===== src/rtl/arith_pkg.sv =====
// Shared opcode constants and FSM state encoding for the sequenced arithmetic unit.
package arith_pkg;

  localparam logic [2:0] OP_ADD = 3'b000;
  localparam logic [2:0] OP_SUB = 3'b001;
  localparam logic [2:0] OP_MUL = 3'b010;
  localparam logic [2:0] OP_DIV = 3'b011;
  localparam logic [2:0] OP_AND = 3'b100;
  localparam logic [2:0] OP_OR  = 3'b101;
  localparam logic [2:0] OP_XOR = 3'b110;
  localparam logic [2:0] OP_SHL = 3'b111;

  typedef enum logic [1:0] {
    ST_IDLE = 2'd0,
    ST_DIV  = 2'd1,
    ST_DONE = 2'd2
  } state_t;

endpackage


===== src/rtl/arith_div_seq.sv =====
// Restoring unsigned divider, one quotient bit per cycle; the first bit is
// resolved on the start edge so the full quotient is ready WIDTH edges later.
module arith_div_seq #(
  parameter int unsigned WIDTH = 16
) (
  input  logic             clk,
  input  logic             rst_n,
  input  logic             start,
  input  logic [WIDTH-1:0] dividend,
  input  logic [WIDTH-1:0] divisor,
  output logic             busy,
  output logic             done,
  output logic [WIDTH-1:0] quotient,
  output logic [WIDTH-1:0] remainder,
  output logic             div_zero
);

  localparam int unsigned CW = $clog2(WIDTH);

  logic [CW-1:0]    count;
  logic [WIDTH-1:0] divisor_q;
  logic [WIDTH-1:0] rem_src;
  logic [WIDTH-1:0] quo_src;
  logic [WIDTH-1:0] dvs;
  logic [WIDTH:0]   shifted;
  logic             ge;
  logic [WIDTH-1:0] rem_nx;
  logic [WIDTH-1:0] quo_nx;

  // One restoring step; operands come straight from the ports on the start edge.
  always_comb begin
    rem_src = start ? '0 : remainder;
    quo_src = start ? dividend : quotient;
    dvs     = start ? divisor : divisor_q;
    shifted = {rem_src, quo_src[WIDTH-1]};
    ge      = shifted >= {1'b0, dvs};
    rem_nx  = ge ? WIDTH'(shifted - {1'b0, dvs}) : shifted[WIDTH-1:0];
    quo_nx  = {quo_src[WIDTH-2:0], ge};
  end

  always_ff @(posedge clk) begin
    if (!rst_n) begin
      busy      <= 1'b0;
      done      <= 1'b0;
      count     <= '0;
      divisor_q <= '0;
      quotient  <= '0;
      remainder <= '0;
      div_zero  <= 1'b0;
    end else begin
      done <= 1'b0;
      if (start) begin
        busy      <= 1'b1;
        count     <= CW'(WIDTH - 1);
        divisor_q <= divisor;
        quotient  <= quo_nx;
        remainder <= rem_nx;
        div_zero  <= (divisor == '0);
      end else if (busy) begin
        quotient  <= quo_nx;
        remainder <= rem_nx;
        count     <= count - CW'(1);
        if (count == CW'(1)) begin
          busy <= 1'b0;
          done <= 1'b1;
        end
      end
    end
  end

endmodule


===== src/rtl/arith_seq_unit.sv =====
// Handshaked arithmetic unit: single-cycle ALU ops plus an iterative divider.
// Define ARITH_FLAGS_EN to add the registered zero/carry/msb flags output.
module arith_seq_unit
  import arith_pkg::*;
#(
  parameter int unsigned WIDTH = 16
) (
  input  logic               clk,
  input  logic               rst_n,
  input  logic               in_valid,
  output logic               in_ready,
  input  logic [WIDTH-1:0]   a,
  input  logic [WIDTH-1:0]   b,
  input  logic [2:0]         opcode,
  output logic               out_valid,
  input  logic               out_ready,
  output logic [2*WIDTH-1:0] outau,
`ifdef ARITH_FLAGS_EN
  output logic [2:0]         flags,
`endif
  output logic               div_zero
);

  localparam int unsigned RW  = 2 * WIDTH;
  localparam int unsigned SHW = $clog2(WIDTH);

  state_t           state;
  logic             accept_c;
  logic             div_start_c;
  logic [WIDTH:0]   sum_c;
  logic [RW-1:0]    result_c;
  logic [RW-1:0]    next_res_c;
  logic             div_busy;
  logic             div_done;
  logic             div_dz;
  logic [WIDTH-1:0] div_quo;
  logic [WIDTH-1:0] div_rem;

  assign accept_c    = in_valid && in_ready;
  assign div_start_c = accept_c && (opcode == OP_DIV);

  arith_div_seq #(.WIDTH(WIDTH)) u_div (
    .clk       (clk),
    .rst_n     (rst_n),
    .start     (div_start_c),
    .dividend  (a),
    .divisor   (b),
    .busy      (div_busy),
    .done      (div_done),
    .quotient  (div_quo),
    .remainder (div_rem),
    .div_zero  (div_dz)
  );

  // Single-cycle operations, evaluated on the accept edge.
  always_comb begin
    sum_c    = {1'b0, a} + {1'b0, b};
    result_c = '0;
    case (opcode)
      OP_ADD:  result_c = RW'(sum_c);
      OP_SUB:  result_c = RW'(a) - RW'(b);
      OP_MUL:  result_c = RW'(a) * RW'(b);
      OP_AND:  result_c = RW'(a & b);
      OP_OR:   result_c = RW'(a | b);
      OP_XOR:  result_c = RW'(a ^ b);
      OP_SHL:  result_c = RW'(a) << b[SHW-1:0];
      default: result_c = '0;
    endcase
    next_res_c = (state == ST_DIV) ? {div_rem, div_quo} : result_c;
  end

`ifdef ARITH_FLAGS_EN
  logic       carry_c;
  logic [2:0] next_flags_c;

  always_comb begin
    carry_c = 1'b0;
    if (state != ST_DIV) begin
      if (opcode == OP_ADD)      carry_c = sum_c[WIDTH];
      else if (opcode == OP_SUB) carry_c = (a < b);
    end
    next_flags_c = {next_res_c[RW-1], carry_c, (next_res_c == '0)};
  end
`endif

  always_ff @(posedge clk) begin
    if (!rst_n) begin
      state     <= ST_IDLE;
      in_ready  <= 1'b1;
      out_valid <= 1'b0;
      outau     <= '0;
      div_zero  <= 1'b0;
`ifdef ARITH_FLAGS_EN
      flags     <= '0;
`endif
    end else begin
      case (state)
        ST_IDLE: begin
          if (accept_c) begin
            in_ready <= 1'b0;
            if (opcode == OP_DIV) begin
              state <= ST_DIV;
            end else begin
              state     <= ST_DONE;
              out_valid <= 1'b1;
              outau     <= next_res_c;
              div_zero  <= 1'b0;
`ifdef ARITH_FLAGS_EN
              flags     <= next_flags_c;
`endif
            end
          end
        end
        ST_DIV: begin
          if (div_done) begin
            state     <= ST_DONE;
            out_valid <= 1'b1;
            outau     <= next_res_c;
            div_zero  <= div_dz;
`ifdef ARITH_FLAGS_EN
            flags     <= next_flags_c;
`endif
          end else if (!div_busy) begin
            // Divider lost its operation; recover rather than hang.
            state    <= ST_IDLE;
            in_ready <= 1'b1;
          end
        end
        ST_DONE: begin
          if (out_ready) begin
            state     <= ST_IDLE;
            out_valid <= 1'b0;
            in_ready  <= 1'b1;
          end
        end
        default: begin
          state     <= ST_IDLE;
          in_ready  <= 1'b1;
          out_valid <= 1'b0;
        end
      endcase
    end
  end

endmodule


===== config.mk =====
export PLATFORM = sky130hd
export DESIGN_NAME = arith_seq_unit
export DESIGN_NICKNAME = d
export VERILOG_FILES = /design/src/rtl/arith_pkg.sv /design/src/rtl/arith_div_seq.sv /design/src/rtl/arith_seq_unit.sv
export SDC_FILE = /design/constraint.sdc
export NUM_CORES = 1
export LEC_CHECK = 0
export CAP_MARGIN = 15
export CORE_AREA = 5 5 202 204
export CTS_CLUSTER_SIZE = 10
export DETAILED_ROUTE_END_ITERATION = 10
export DIE_AREA = 0 0 207 209
export GPL_TIMING_DRIVEN = 0
export PLACE_DENSITY_LB_ADDON = 0.2
export SLEW_MARGIN = 0
export SYNTH_ARGS = -nofsm -noshare
export SYNTH_HDL_FRONTEND = slang
export SYNTH_HIERARCHICAL = 1
export SYNTH_SLANG_ARGS = --single-unit
export TNS_END_PERCENT = 50

===== constraint.sdc =====
create_clock -name clk -period 19 [get_ports clk]
set_input_delay 1.9 -clock clk [delete_from_list [all_inputs] [get_ports clk]]
set_output_delay 1.9 -clock clk [all_outputs]
set_load 0.02 [all_outputs]

# Word level (Yosys, flattened, before mapping)
# Index checks and enable logic that the tools add are counted.
[totals]
ramBits = 0
mem_bits_ro = 0
inputBits = 39
n_memories = 0
word_cells = 93
ff_bits = 92
out_inout_bits = 35
latch_bits = 0
[classes]
shifts = 1
n_mux = 40
n_eq_ne = 17
n_div = 0
n_bitwise = 5
n_reduce_logical = 12
n_mul = 1
n_lt_le_gt_ge = 1
addsub = 4
[op_table]
columns = ["op", "n"]
rows = [
  ["one-hot mux 32 bit (7 select lines)", 1],
  ["2-to-1 mux 16 bit", 8],
  ["2-to-1 mux 32 bit", 4],
  ["one-hot mux 32 bit (2 select lines)", 1],
  ["multiplier 16 x 16 -> 32 bit", 1],
  ["left shift 16 x 4 -> 32 bit", 1],
  ["adder 16 x 16 -> 17 bit", 1],
  [">= comparator 17 x 16 -> 1 bit", 1],
  ["subtractor 16 x 16 -> 17 bit", 1],
  ["AND 16 bit", 1],
  ["logical NOT 16 bit", 1],
  ["OR 16 bit", 1],
  ["subtractor 16 bit", 1],
  ["XOR 16 bit", 1],
  ["2-to-1 mux 1 bit", 15],
  ["equality test 3 bit (second input constant)", 4],
  ["AND reduction 4 bit", 3],
  ["2-to-1 mux 2 bit", 5],
  ["!= test 2 bit (second input constant)", 5],
  ["2-to-1 mux 4 bit", 2],
  ["equality test 3 x 2 -> 1 bit (second input constant)", 2],
  ["one-hot mux 1 bit (3 select lines)", 2],
  ["one-hot mux 2 bit (3 select lines)", 1],
  ["equality test 4 x 1 -> 1 bit (second input constant)", 1],
  ["other kinds (14)", 17],
]

# Depth between registers and ports, before layout
# Gate-level depths: netlist of run 1.
[depth]
depth_word = 7
ltp_mapped = 27
ltp_nobuf = 24

# Cells and area by module
# The synthesis of run 1 kept the hierarchy.
[by_module_without_submodules]
columns = ["module", "area_per_inst_um2", "cells_per_inst", "seq_area_each_um2", "instances"]
rows = [
  ["arith_seq_unit", 13354.1, 1743, 740.7, 1],
  ["arith_div_seq", 3434.5, 369, 1101.1, 1],
]

# Least setup slack after synthesis of run 1
# No wires, ideal clock.
[synth_path]
path_type = "input port to flip-flop"
from = "in b[2]"
to = "reg outau[29]"
required_ns = 18.912
setup_ns = 0.088
slack_ns = 10.603
arrival_ns = 8.309
stages = 24
cell_sequence = "clkbuf_1 -> clkbuf_1 -> buf_1 -> buf_1 -> nand2_1 -> fa_1 -> fa_1 -> inv_1 -> fa_1 -> fa_1 -> fa_1 -> inv_1 -> fa_1 -> inv_1 -> ha_1 -> clkbuf_1 -> nand4_1 -> a2111oi_2 -> nor3b_2 -> nor3_1 -> a31oi_1 -> o21ai_1 -> mux2_2 -> o31ai_1"
[synth_via]
elab_chain_len = 6
word_cells_on_any_way = 9
[synth_rtl]
columns = ["item", "line", "rtl"]
rows = [
  ["start, declared", "arith_seq_unit.sv:13", "input logic [WIDTH-1:0] b,"],
  ["multiplier 16 x 16 -> 32 bit, or another cell as far along", "arith_seq_unit.sv:62", "OP_MUL: result_c = RW'(a) * RW'(b);"],
  ["one-hot mux 32 bit (7 select lines) *", "arith_seq_unit.sv:59", "case (opcode)"],
  ["2-to-1 mux 32 bit *", "arith_seq_unit.sv:69", "next_res_c = (state == ST_DIV) ? {div_rem, div_quo} : result_c;"],
  ["2-to-1 mux 32 bit", "arith_seq_unit.sv:101", "if (opcode == OP_DIV) begin"],
  ["2-to-1 mux 32 bit", "arith_seq_unit.sv:99", "if (accept_c) begin"],
  ["one-hot mux 32 bit (2 select lines) *", "arith_seq_unit.sv:97", "case (state)"],
  ["end signal, assigned", "arith_seq_unit.sv:106", "outau <= next_res_c;"],
  ["end signal, assigned", "arith_seq_unit.sv:118", "outau <= next_res_c;"],
  ["end, declared", "arith_seq_unit.sv:17", "output logic [2*WIDTH-1:0] outau,"],
]
# Mark *: on every way between the ends. The rest lies on a longest branch, timed or not. The select of a mux whose other input is x is not followed.
# A chain may end at the register's enable or synchronous reset.

# Worst setup path after layout of run 1
[layout_path]
from = "in b[2]"
to = "reg outau[24]"
# Same word-level chain as after synthesis.

==> summary.txt, run 1 <==
Timing
  • Fin. Hold Viols: 0
  • Final critical-path setup slack: 8.206 ns
  • Unrepaired setup endpoints after global routing: false
  • Slew at the pin closest to its max-slew limit: 1.325 ns
  • Number of max-slew violations in the final report: 0
  • Remaining max-slew budget at the tightest pin: 0.1094
  • Post-layout minimum cycle time: 10.79 ns
  • Final TNS setup: 0 ns
  • Final setup violating endpoints: 0
  • Post-route fraction of the period consumed by the critical path: 0.5681
  • Fin Clk Skew: 0.009164 ns
  • Highest attainable clock frequency: 0.09264 GHz

Clock tree
  • TritonCTS clock tree: built
  • Clk Latency, worst-skew pair: 0.35 ns
  • Number of H-tree levels: 3
  • CTS clk-pin slew, worst paths: 0.08 ns
  • Max Root-Sink Buffers: 2
  • Total clock buffers created by CTS: 9
  • Number of buffers inserted by hold repair at cts: 0
  • Clock tree sinks: 92
  • Post-CTS Repair Setup Buffers: 0
  • Number of resized instances in the post-cts repair step: 0
  • Root cell of the clock tree: sky130_fd_sc_hd__clkbuf_16

Placed design
  • Number of input and output port buffers inserted: 72
  • Final HPWL DP: 53.75 mm
  • Post-Place Setup Slack: 8.104 ns
  • Gpl congestion: 0.9784
  • Placed cell count: 2709

Power
  • Switching Share: 0.6071
  • Combinational share of power: 0.865
  • Power density cells: 168.1 nW/um^2
  • Worst-case vdd ir drop: 0.1247 mV
  • Leakage: 8.644 nW
  • Pint: 1.221 mW
  • Relative contribution of sequential cells to total power: 0.072
  • Part of the power in the clock network: 0.062
  • Net switching power: 1.886 mW

Critical path
  • Start of the worst register-to-register path: in_ready
  • Critical path's most frequent cell: sky130_fd_sc_hd__fa_1
  • Setup slack, reg-to-reg: 14.86 ns
  • WP depth: 26
  • Dominant delay contributor by cell family on the critical path: adder cells
  • Highest cell delay on the worst timing path: 1.07 ns
  • Required time at the worst-slack endpoint: 19.21 ns
  • Launching instance or port of the critical path: b[2]
  • CP Max Fanout: 10
  • Signal arrival time at the worst endpoint: 11.00 ns
  • Critical register-to-register path endpoint: u_div/remainder[9]
  • Kind of critical path: in2reg
  • Crit start category: primary input
  • Worst Reg2Reg Path Length in Cells: 14
  • Worst setup EP type: register
  • Crit-path slowest cell: sky130_fd_sc_hd__o31ai_1
  • Count of buffer and inverter cells on the critical path: 9
  • Critical path capture point: outau[24]

Worst hold path
  • Hold/Removal Path Class: reg2reg

Detailed routing
  • Remaining DRCs: 0
  • DRT iter0 DRCs: 1728
  • Total Wirelength: 65.62 mm
  • Iteration count of the initial detailed-routing pass: 6
  • Number of nets with antenna violations after routing: 0
  • Via density: 5.826
  • Routed wire length per instance: 24.07 um
  • Vias: 15880

Yosys
  • Top_reg_cell synth: sky130_fd_sc_hd__dfxtp_1
  • Cells after Synth: 2112
  • Async S/R FF share, synth: 0
  • Number of warnings issued by yosys: 6
  • Post-synthesis sequential element count: 92
  • Number of distinct library cell variants in the gate-level netlist after synthesis: 91
  • Post-Syn Area per Cell: 7.949 um^2
  • Mapped Nets: 2519
  • Sequential share of the synthesized area: 0.1097
  • Count of flip-flops with a built-in enable after synthesis: 0
  • Netlist Area Pre-Place: 16790 um^2

Cells and area
  • Non-filler instance count after layout: 2726
  • Area added between synthesis and finish: 10.12%
  • Share of cells above drive strength 1: 0.03909
  • Nets@finish: 2602
  • Commonest non-fill, non-tap cells in the layout: sky130_fd_sc_hd__inv_1, sky130_fd_sc_hd__nand2_1, sky130_fd_sc_hd__fa_1
  • Utilization after layout: 0.4729
  • Most common library cell in the layout ignoring fill and taps: sky130_fd_sc_hd__inv_1

Global routing
  • Number of antenna violations at the first check in global routing: 1
  • Global-route wire length before repair: 98.66 mm
  • Vias in the first global route: 16080
  • Maximum number of pins on one net before global-route repair: 18
  • Aggregate global-route resource usage: 0.2953
  • Leftover overflow at the end of global routing: 0

Floorplan
  • Placeable core area: 39090 um^2
  • Die span in x: 207 um
  • Number of ports placed on the die boundary: 74
  • Vert. Die Dim: 209 um
  • Standard-cell rows: 73
  • Area of the die: 43260 um^2
  • Starting density of the core: 0.4295

Run status
  • Outcome: completed

Run
  • Max-cap violation count: 0
registers in the layout (all words and copies together), names as in the netlist:
signal           flops
u_div/divisor_q     16
div_zero             1
u_div/remainder     16
u_div/count          4
u_div/div_zero       1
u_div/busy           1
u_div/done           1
out_valid            1
u_div/quotient      16
in_ready             1
outau               32
state                2
through the flow:
step	cell area (um^2)	hold WS, ns	power, mW
final	18490	0.4995	3.107
after global routing	18490	0.5221	3.344
after CTS	18490	0.5021	3.037
after detailed placement	18170	0.4884	2.824
after global placement	18170	0.4843	2.812
after floorplan	16790	0.4545	1.940
cell families (layout without fill, tap and decap cells):
group,count (synthesis),after routing,share of synthesized area
buffers and inverters,435,523,0.1064
other,0,1,0
DFF,92,92,0.1097
muxes,71,71,0.04337
xor gates and xnor gates,51,51,0.02661
and+or+nand+nor,652,652,0.1734
AOI/OAI and AO/OA,443,443,0.1781
adders and majority gates,368,368,0.3623
worst min-delay path by stage:
stage | from | endpoint | slack [ns] | cells after the start
floorplan | u_div/remainder[0] | u_div/remainder[0] | 0.45 | 1
detailed placement | outau[2] | outau[2] | 0.49 | 1
finish | outau[4] | outau[4] | 0.50 | 2
global placement | outau[1] | outau[1] | 0.48 | 1
CTS | outau[0] | outau[0] | 0.50 | 2
global route | outau[1] | outau[1] | 0.52 | 1
final cells by class:
cell class / instances / area, um^2
Antenna cell: 1 / 2.502
Buffer: 125 / 623.1
Clock buffer: 10 / 239.0
Clock inverter: 6 / 80.08
Fill cell: 3995 / 20600
Inverter: 310 / 1164
Multi-Input combinational cell: 1585 / 13160
Sequential cell: 92 / 1842
Tap cell: 525 / 656.9
Timing Repair Buffer: 72 / 720.7
cell usage after synthesis (all sizes together) (18+ instances only):
library cell / number / area share
nand3: 32 / 0.0098
buf: 29 / 0.010
o21ai: 110 / 0.033
a221oi: 22 / 0.012
nand2: 273 / 0.062
a31oi: 18 / 0.0067
clkbuf: 95 / 0.026
a21o: 24 / 0.011
nor2b: 41 / 0.015
dfxtp: 92 / 0.11
nor2: 186 / 0.042
a21oi: 111 / 0.035
nor3: 41 / 0.013
fa: 197 / 0.23
mux2i: 57 / 0.034
o211a: 18 / 0.011
inv: 301 / 0.067
xnor2: 37 / 0.019
ha: 171 / 0.13
worst min-delay path: cells and delay by family, from the launching register on:
| kind | cells | cell delay, ns |
|---|---|---|
| AND/OR/NAND/NOR | 2 | 0.14 |
| flip-flops | 1 | 0.31 |
per-layer routing:
layer / up-vias / global-route usage / routed length [um]
li1: 7199 / - / -
met1: 7824 / 0.3795 / 26330
met2: 708 / 0.4912 / 30560
met3: 152 / 0.05029 / 5519
met4: 0 / 0.1293 / 3210
met5: - / 0 / 0
power groups by stage:
stage	combinational, mW	clock [mW]	sequential [mW]
after global placement	2.58	0	0.228
after detailed placement	2.60	0	0.228
after floorplan	1.71	0	0.234
after CTS	2.62	0.195	0.224
final	2.69	0.194	0.225
after global routing	2.92	0.203	0.226
Power figures use the tool's default switching activity.
==> inputs of run 2 (changes only) <==
==> constraint.sdc (replaced) <==
create_clock -name clk -period 10.1 [get_ports clk]
set_input_delay 1.01 -clock clk [delete_from_list [all_inputs] [get_ports clk]]
set_output_delay 1.01 -clock clk [all_outputs]
set_load 0.02 [all_outputs]
==> run 2 against run 1 <==
  * Routed wire length is essentially flat
  * Setup slack lost 7.9 ns
  * Power grew 88%
  * Combinational power grew 87%
  * Global-route usage is the same
  * Utilization is essentially flat
  * Highest routed layer is now met5
==> summary.txt, run 2 (same netlist as run 1, synthesis figures left out) <==
Timing
  • Number of max-slew violations in the final report: 0
  • Slew at the pin closest to its max-slew limit: 1.328 ns
  • Fin. Hold Viols: 0
  • Final TNS setup: 0 ns
  • Remaining max-slew budget at the tightest pin: 0.1071
  • Final setup violating endpoints: 0
  • Highest attainable clock frequency: 0.1026 GHz
  • Post-route fraction of the period consumed by the critical path: 0.9653
  • Post-layout minimum cycle time: 9.750 ns
  • Fin Clk Skew: 0.008973 ns
  • Unrepaired setup endpoints after global routing: false

Detailed routing
  • Wire length on met3: 5.527 mm
  • Vias: 15880
  • Remaining DRCs: 0
  • Number of nets with antenna violations after routing: 0
  • Via density: 5.828
  • Total Wirelength: 65.65 mm
  • Top sig layer: met5
  • Routed length on met1: 26.32 mm
  • Wire length on met2: 30.44 mm
  • Iteration count of the initial detailed-routing pass: 6
  • Routed wire length per instance: 24.09 um
  • DRT iter0 DRCs: 1725

Cells and area
  • Multi-input logic area: 13160 um^2
  • Most common library cell in the layout ignoring fill and taps: sky130_fd_sc_hd__inv_1
  • Largest register FFs: 32
  • Antenna Cells: 0
  • Commonest non-fill, non-tap cells in the layout: sky130_fd_sc_hd__inv_1, sky130_fd_sc_hd__nand2_1, sky130_fd_sc_hd__fa_1
  • Number of fillers in the final layout: 3995
  • Nets@finish: 2602
  • Cell area after layout: 18490 um^2
  • Reg area: 1842 um^2
  • Area added between synthesis and finish: 10.11%
  • Largest Register: outau
  • Non-filler instance count after layout: 2725
  • Share of cells above drive strength 1: 0.03955

Placed design
  • Gpl congestion: 0.9784
  • Final HPWL DP: 53.75 mm
  • Total placed instance area: 18170 um^2
  • Number of input and output port buffers inserted: 72
  • Placed cell count: 2709

Power
  • Leakage: 8.647 nW
  • Worst-case vdd ir drop: 0.2344 mV
  • Power density cells: 315.3 nW/um^2
  • Overall power of the completed layout: 5.828 mW

Global routing
  • Leftover overflow at the end of global routing: 0
  • Maximum number of pins on one net before global-route repair: 18
  • Global-route wire length before repair: 98.66 mm
  • Number of antenna violations at the first check in global routing: 1
  • Vias in the first global route: 16080
  • Aggregate global-route resource usage: 0.2953

Critical path
  • CP Max Fanout: 10
  • Launching instance or port of the critical path: b[1]
  • Signal arrival time at the worst endpoint: 9.96 ns
  • Kind of critical path: in2reg
  • Start of the worst register-to-register path: in_ready
  • Dominant delay contributor by cell family on the critical path: adder cells
  • Crit start category: primary input
  • Crit-path slowest cell: sky130_fd_sc_hd__o31ai_1
  • Required time at the worst-slack endpoint: 10.31 ns
  • Highest cell delay on the worst timing path: 1.07 ns
  • Critical path's most frequent cell: sky130_fd_sc_hd__fa_1
  • Worst setup EP type: register
  • Count of buffer and inverter cells on the critical path: 8

Clock tree
  • Total clock buffers created by CTS: 9
  • Number of H-tree levels: 3
  • Root cell of the clock tree: sky130_fd_sc_hd__clkbuf_16
  • Clock tree sinks: 92
  • TritonCTS clock tree: built
  • Number of buffers inserted by hold repair at cts: 0
  • Max Root-Sink Buffers: 2
  • Clk Latency, worst-skew pair: 0.35 ns
  • CTS clk-pin slew, worst paths: 0.08 ns

Worst hold path
  • Hold/Removal Path Class: reg2reg
  • Hold wc startpoint: outau[4]

Floorplan
  • Area of the die: 43260 um^2
  • Starting density of the core: 0.4295
  • Die span in x: 207 um
  • Number of ports placed on the die boundary: 74
  • Vert. Die Dim: 209 um
  • Standard-cell rows: 73
  • Placeable core area: 39090 um^2

Run status
  • Outcome: completed

Run
  • Max-cap violation count: 0
-- run 2: timing repair --
item                                    CTS  global route
endpoints found under the setup margin    0             1
resized for setup                         0             1
setup buffers                             0             0
-- run 2: stage by stage --
stage | utilization | hold slack [ns] | worst slack [ns]
after floorplan | - | 0.4545 | 2.593
after CTS | 0.4729 | 0.5021 | 0.4368
after global routing | 0.4729 | 0.5221 | 0.1877
final | 0.4729 | 0.4995 | 0.3502
after detailed placement | 0.4647 | 0.4884 | 0.09448
after global placement | 0.4647 | 0.4843 | 0.1109
-- run 2: worst paths after layout --
path                                            to  slack [ns]  depth (start not counted)
worst max-delay path                     outau[24]        0.35                         25
worst min-delay path                      outau[4]        0.50                          2
worst max register to register  u_div/remainder[9]        5.96                         14
worst min register to register            outau[4]        0.50                          2
-- run 2: worst register-to-register path: stages, from the launching register on --
cell                       delay [ns]
sky130_fd_sc_hd__dfxtp_1         0.38
sky130_fd_sc_hd__nand2_1         0.13
sky130_fd_sc_hd__nor2_1          0.10
sky130_fd_sc_hd__buf_2           0.24
sky130_fd_sc_hd__buf_1           0.77
sky130_fd_sc_hd__mux2i_1         0.34
sky130_fd_sc_hd__ha_1            0.33
sky130_fd_sc_hd__a21oi_2         0.21
sky130_fd_sc_hd__o21ai_2         0.12
sky130_fd_sc_hd__a221oi_2        0.31
sky130_fd_sc_hd__o221ai_2        0.17
sky130_fd_sc_hd__a21oi_4         0.33
sky130_fd_sc_hd__buf_6           0.23
sky130_fd_sc_hd__mux2i_1         0.26
sky130_fd_sc_hd__a21oi_1         0.10
-- run 2: metal layers --
layer  GRT usage  vias to the layer above
li1            -                     7195
met4      0.1293                        2
met2      0.4912                      720
met1      0.3795                     7805
met3     0.05029                      158
met5           0                        -
-- run 2: area by class of cell --
cell class	count	area share
Buffer	125	0.03377
Clock buffer	10	0.01293
Clock inverter	6	0.004332
Inverter	310	0.06294
Multi-Input combinational cell	1585	0.7119
Sequential cell	92	0.09963
Tap cell	525	0.03553
Timing Repair Buffer	72	0.03898
-- run 2: report_power, final --
| part | leakage, nW | switching, mW | internal [mW] |
|---|---|---|---|
| Clock | 0.152 | 0.161 | 0.203 |
| Combinational | 7.74 | 3.34 | 1.70 |
| Sequential | 0.750 | 0.0293 | 0.393 |
| Total | 8.65 | 3.53 | 2.30 |
==> inputs of run 3 (changes only) <==
--- a/config.mk
+++ b/config.mk
@@ -6,10 +6,10 @@
 export NUM_CORES = 1
 export LEC_CHECK = 0
 export CAP_MARGIN = 15
-export CORE_AREA = 5 5 202 204
+export CORE_AREA = 2 2 199 201
 export CTS_CLUSTER_SIZE = 10
 export DETAILED_ROUTE_END_ITERATION = 10
-export DIE_AREA = 0 0 207 209
+export DIE_AREA = 0 0 201 203
 export GPL_TIMING_DRIVEN = 0
 export PLACE_DENSITY_LB_ADDON = 0.2
 export SLEW_MARGIN = 0
==> run 3 against run 2 <==
  * Count of clock-buffer cells in the layout is 1 lower
  * Combinational power down 1%
  * Power is 1.2% lower
  * Design area fell by 0.14%
  * Register-to-register slack got worse by 0.02 ns
  * Sequential cell count unchanged
  * Via count up 0.94%
  * Sequential share of layout area is essentially flat
  * Final cell count decreased by 0.29%
  * Global-route usage is 2.7 points higher
  * Critical path type unchanged
  * Critical endpoint is now outau[29]
==> summary.txt, run 3 (same netlist as run 1, synthesis figures left out) <==
Clock tree
  • Number of resized instances in the post-cts repair step: 0
  • CTS clk-pin slew, worst paths: 0.07 ns
  • TritonCTS clock tree: built
  • Root cell of the clock tree: sky130_fd_sc_hd__clkbuf_16
  • Post-CTS Repair Setup Buffers: 0
  • Total clock buffers created by CTS: 9
  • Number of H-tree levels: 3
  • Clock tree sinks: 92
  • Number of buffers inserted by hold repair at cts: 0
  • Clk Latency, worst-skew pair: 0.35 ns
  • Max Root-Sink Buffers: 2

Global routing
  • Busiest grt layer: met2
  • Global-route wire length before repair: 98.61 mm
  • Number of antenna violations at the first check in global routing: 0
  • Vias in the first global route: 16270
  • Aggregate global-route resource usage: 0.3221
  • Global Route met3 Usage: 0.05297
  • Met1 usage: 0.4152
  • Met2 routing resource usage after global routing: 0.5320
  • Maximum number of pins on one net before global-route repair: 17
  • Leftover overflow at the end of global routing: 0

Detailed routing
  • Remaining DRCs: 0
  • Total Wirelength: 65.68 mm
  • DRT iter0 DRCs: 1435
  • Vias: 16030
  • Routed wire length per instance: 24.17 um
  • Iteration count of the initial detailed-routing pass: 6
  • Number of nets with antenna violations after routing: 0
  • Via density: 5.900

Critical path
  • Crit start category: primary input
  • Crit-path slowest cell: sky130_fd_sc_hd__clkdlybuf4s50_1
  • Count of buffer and inverter cells on the critical path: 9
  • Critical path's most frequent cell: sky130_fd_sc_hd__fa_1
  • Signal arrival time at the worst endpoint: 9.92 ns
  • Kind of critical path: in2reg
  • Dominant delay contributor by cell family on the critical path: adder cells
  • Worst setup EP type: register
  • Required time at the worst-slack endpoint: 10.36 ns
  • CP Max Fanout: 10
  • Highest cell delay on the worst timing path: 0.73 ns

Power
  • Pint: 2.326 mW
  • Worst-case vdd ir drop: 0.3156 mV
  • Power density cells: 311.9 nW/um^2
  • Combinational share of power: 0.865
  • Net switching power: 3.431 mW
  • Relative contribution of sequential cells to total power: 0.073
  • Part of the power in the clock network: 0.062
  • Switching Share: 0.5959
  • Leakage: 8.629 nW

Timing
  • Highest attainable clock frequency: 0.1035 GHz
  • Slew at the pin closest to its max-slew limit: 1.101 ns
  • Post-layout minimum cycle time: 9.659 ns
  • Fin Clk Skew: 0.01100 ns
  • Final TNS setup: 0 ns
  • Final setup violating endpoints: 0
  • Fin. Hold Viols: 0
  • Post-route fraction of the period consumed by the critical path: 0.9564
  • Unrepaired setup endpoints after global routing: false
  • Number of max-slew violations in the final report: 0
  • Remaining max-slew budget at the tightest pin: 0.2596

Floorplan
  • Vert. Die Dim: 203 um
  • Area of the die: 40800 um^2
  • Starting density of the core: 0.4364
  • Number of ports placed on the die boundary: 74
  • Die span in x: 201 um
  • Standard-cell rows: 72
  • Placeable core area: 38470 um^2

Cells and area
  • Multi-input logic area: 13170 um^2
  • Share of cells above drive strength 1: 0.03911
  • Area added between synthesis and finish: 9.964%
  • Number of fillers in the final layout: 3861
  • Nets@finish: 2602
  • Non-filler instance count after layout: 2717
  • Antenna Cells: 0
  • Most common library cell in the layout ignoring fill and taps: sky130_fd_sc_hd__inv_1
  • Reg area: 1842 um^2
  • Largest register FFs: 32
  • Commonest non-fill, non-tap cells in the layout: sky130_fd_sc_hd__inv_1, sky130_fd_sc_hd__nand2_1, sky130_fd_sc_hd__fa_1
  • Largest Register: outau

Placed design
  • Final HPWL DP: 53.79 mm
  • Gpl congestion: 0.9966
  • Number of input and output port buffers inserted: 72
  • Placed cell count: 2702

Worst hold path
  • Hold/Removal Path Class: reg2reg

Run status
  • Outcome: completed

Run
  • Max-cap violation count: 0
==> run 3: cell count changes in the layout (fill, tap and decap cells not counted) <==
cell	before	now
sky130_fd_sc_hd__buf_1	15	16
sky130_fd_sc_hd__clkbuf_2	1	0
sky130_fd_sc_hd__clkbuf_8	9	8
sky130_fd_sc_hd__clkinv_8	1	0
sky130_fd_sc_hd__clkinvlp_4	1	2
sky130_fd_sc_hd__inv_6	2	1
sky130_fd_sc_hd__inv_8	0	1
sky130_fd_sc_hd__o31ai_1	9	8
sky130_fd_sc_hd__o31ai_2	1	2
==> run 3: path summary, 6_finish.rpt <==
kind / from / end / slack [ns] / cells after the start
setup / recovery: b[2] / outau[29] / 0.44 / 25
hold / removal: outau[4] / outau[4] / 0.51 / 2
setup reg to reg: in_ready / u_div/remainder[12] / 5.94 / 14
hold reg to reg: outau[4] / outau[4] / 0.51 / 2
==> run 3: power by group through the flow <==
stage          Sequential [mW]  Combinational, mW  Clock (mW)
2_1_floorplan            0.440               3.21           0
3_3_place_gp             0.429               4.80           0
3_5_place_dp             0.428               4.80           0
4_1_cts                  0.421               4.85       0.357
5_1_grt                  0.425               5.43       0.369
6_report                 0.423               4.98       0.356
==> run 3: tightest hold or removal path, cell delays in order (launching register included) <==
cell	delay, ns
sky130_fd_sc_hd__dfxtp_1	0.31
sky130_fd_sc_hd__nor2_1	0.10
sky130_fd_sc_hd__nor3b_1	0.05
==> run 3: cell type report <==
type,count,share of cell area
plain buffers,125,0.03375
clock buffers,9,0.01220
clock inverters,6,0.003999
inverters,310,0.06303
multi-input cells,1585,0.7131
flip-flops and latches,92,0.09976
well taps,518,0.03511
repair buffers,72,0.03904
==> run 3: metrics by stage <==
stage | total power [mW] | hold slack, ns | utilization | setup WS (ns) | area [um^2]
2_1_floorplan | 3.649 | 0.4545 | - | 2.593 | 16790
3_3_place_gp | 5.233 | 0.4904 | 0.4720 | 0.02786 | 18160
3_5_place_dp | 5.232 | 0.4982 | 0.4720 | 0.05116 | 18160
4_1_cts | 5.624 | 0.5126 | 0.4798 | 0.4012 | 18460
5_1_grt | 6.227 | 0.5357 | 0.4799 | 0.08536 | 18460
6_report | 5.758 | 0.5094 | 0.4799 | 0.4405 | 18460
==> run 3: metal layers <==
metal | vias to the layer above | part of all wire | routed length, um
met5 | - | 0 | 0
met4 | 0 | 0.050 | 3260
met3 | 163 | 0.083 | 5448
met2 | 790 | 0.46 | 30270
met1 | 7902 | 0.41 | 26700
li1 | 7175 | - | -
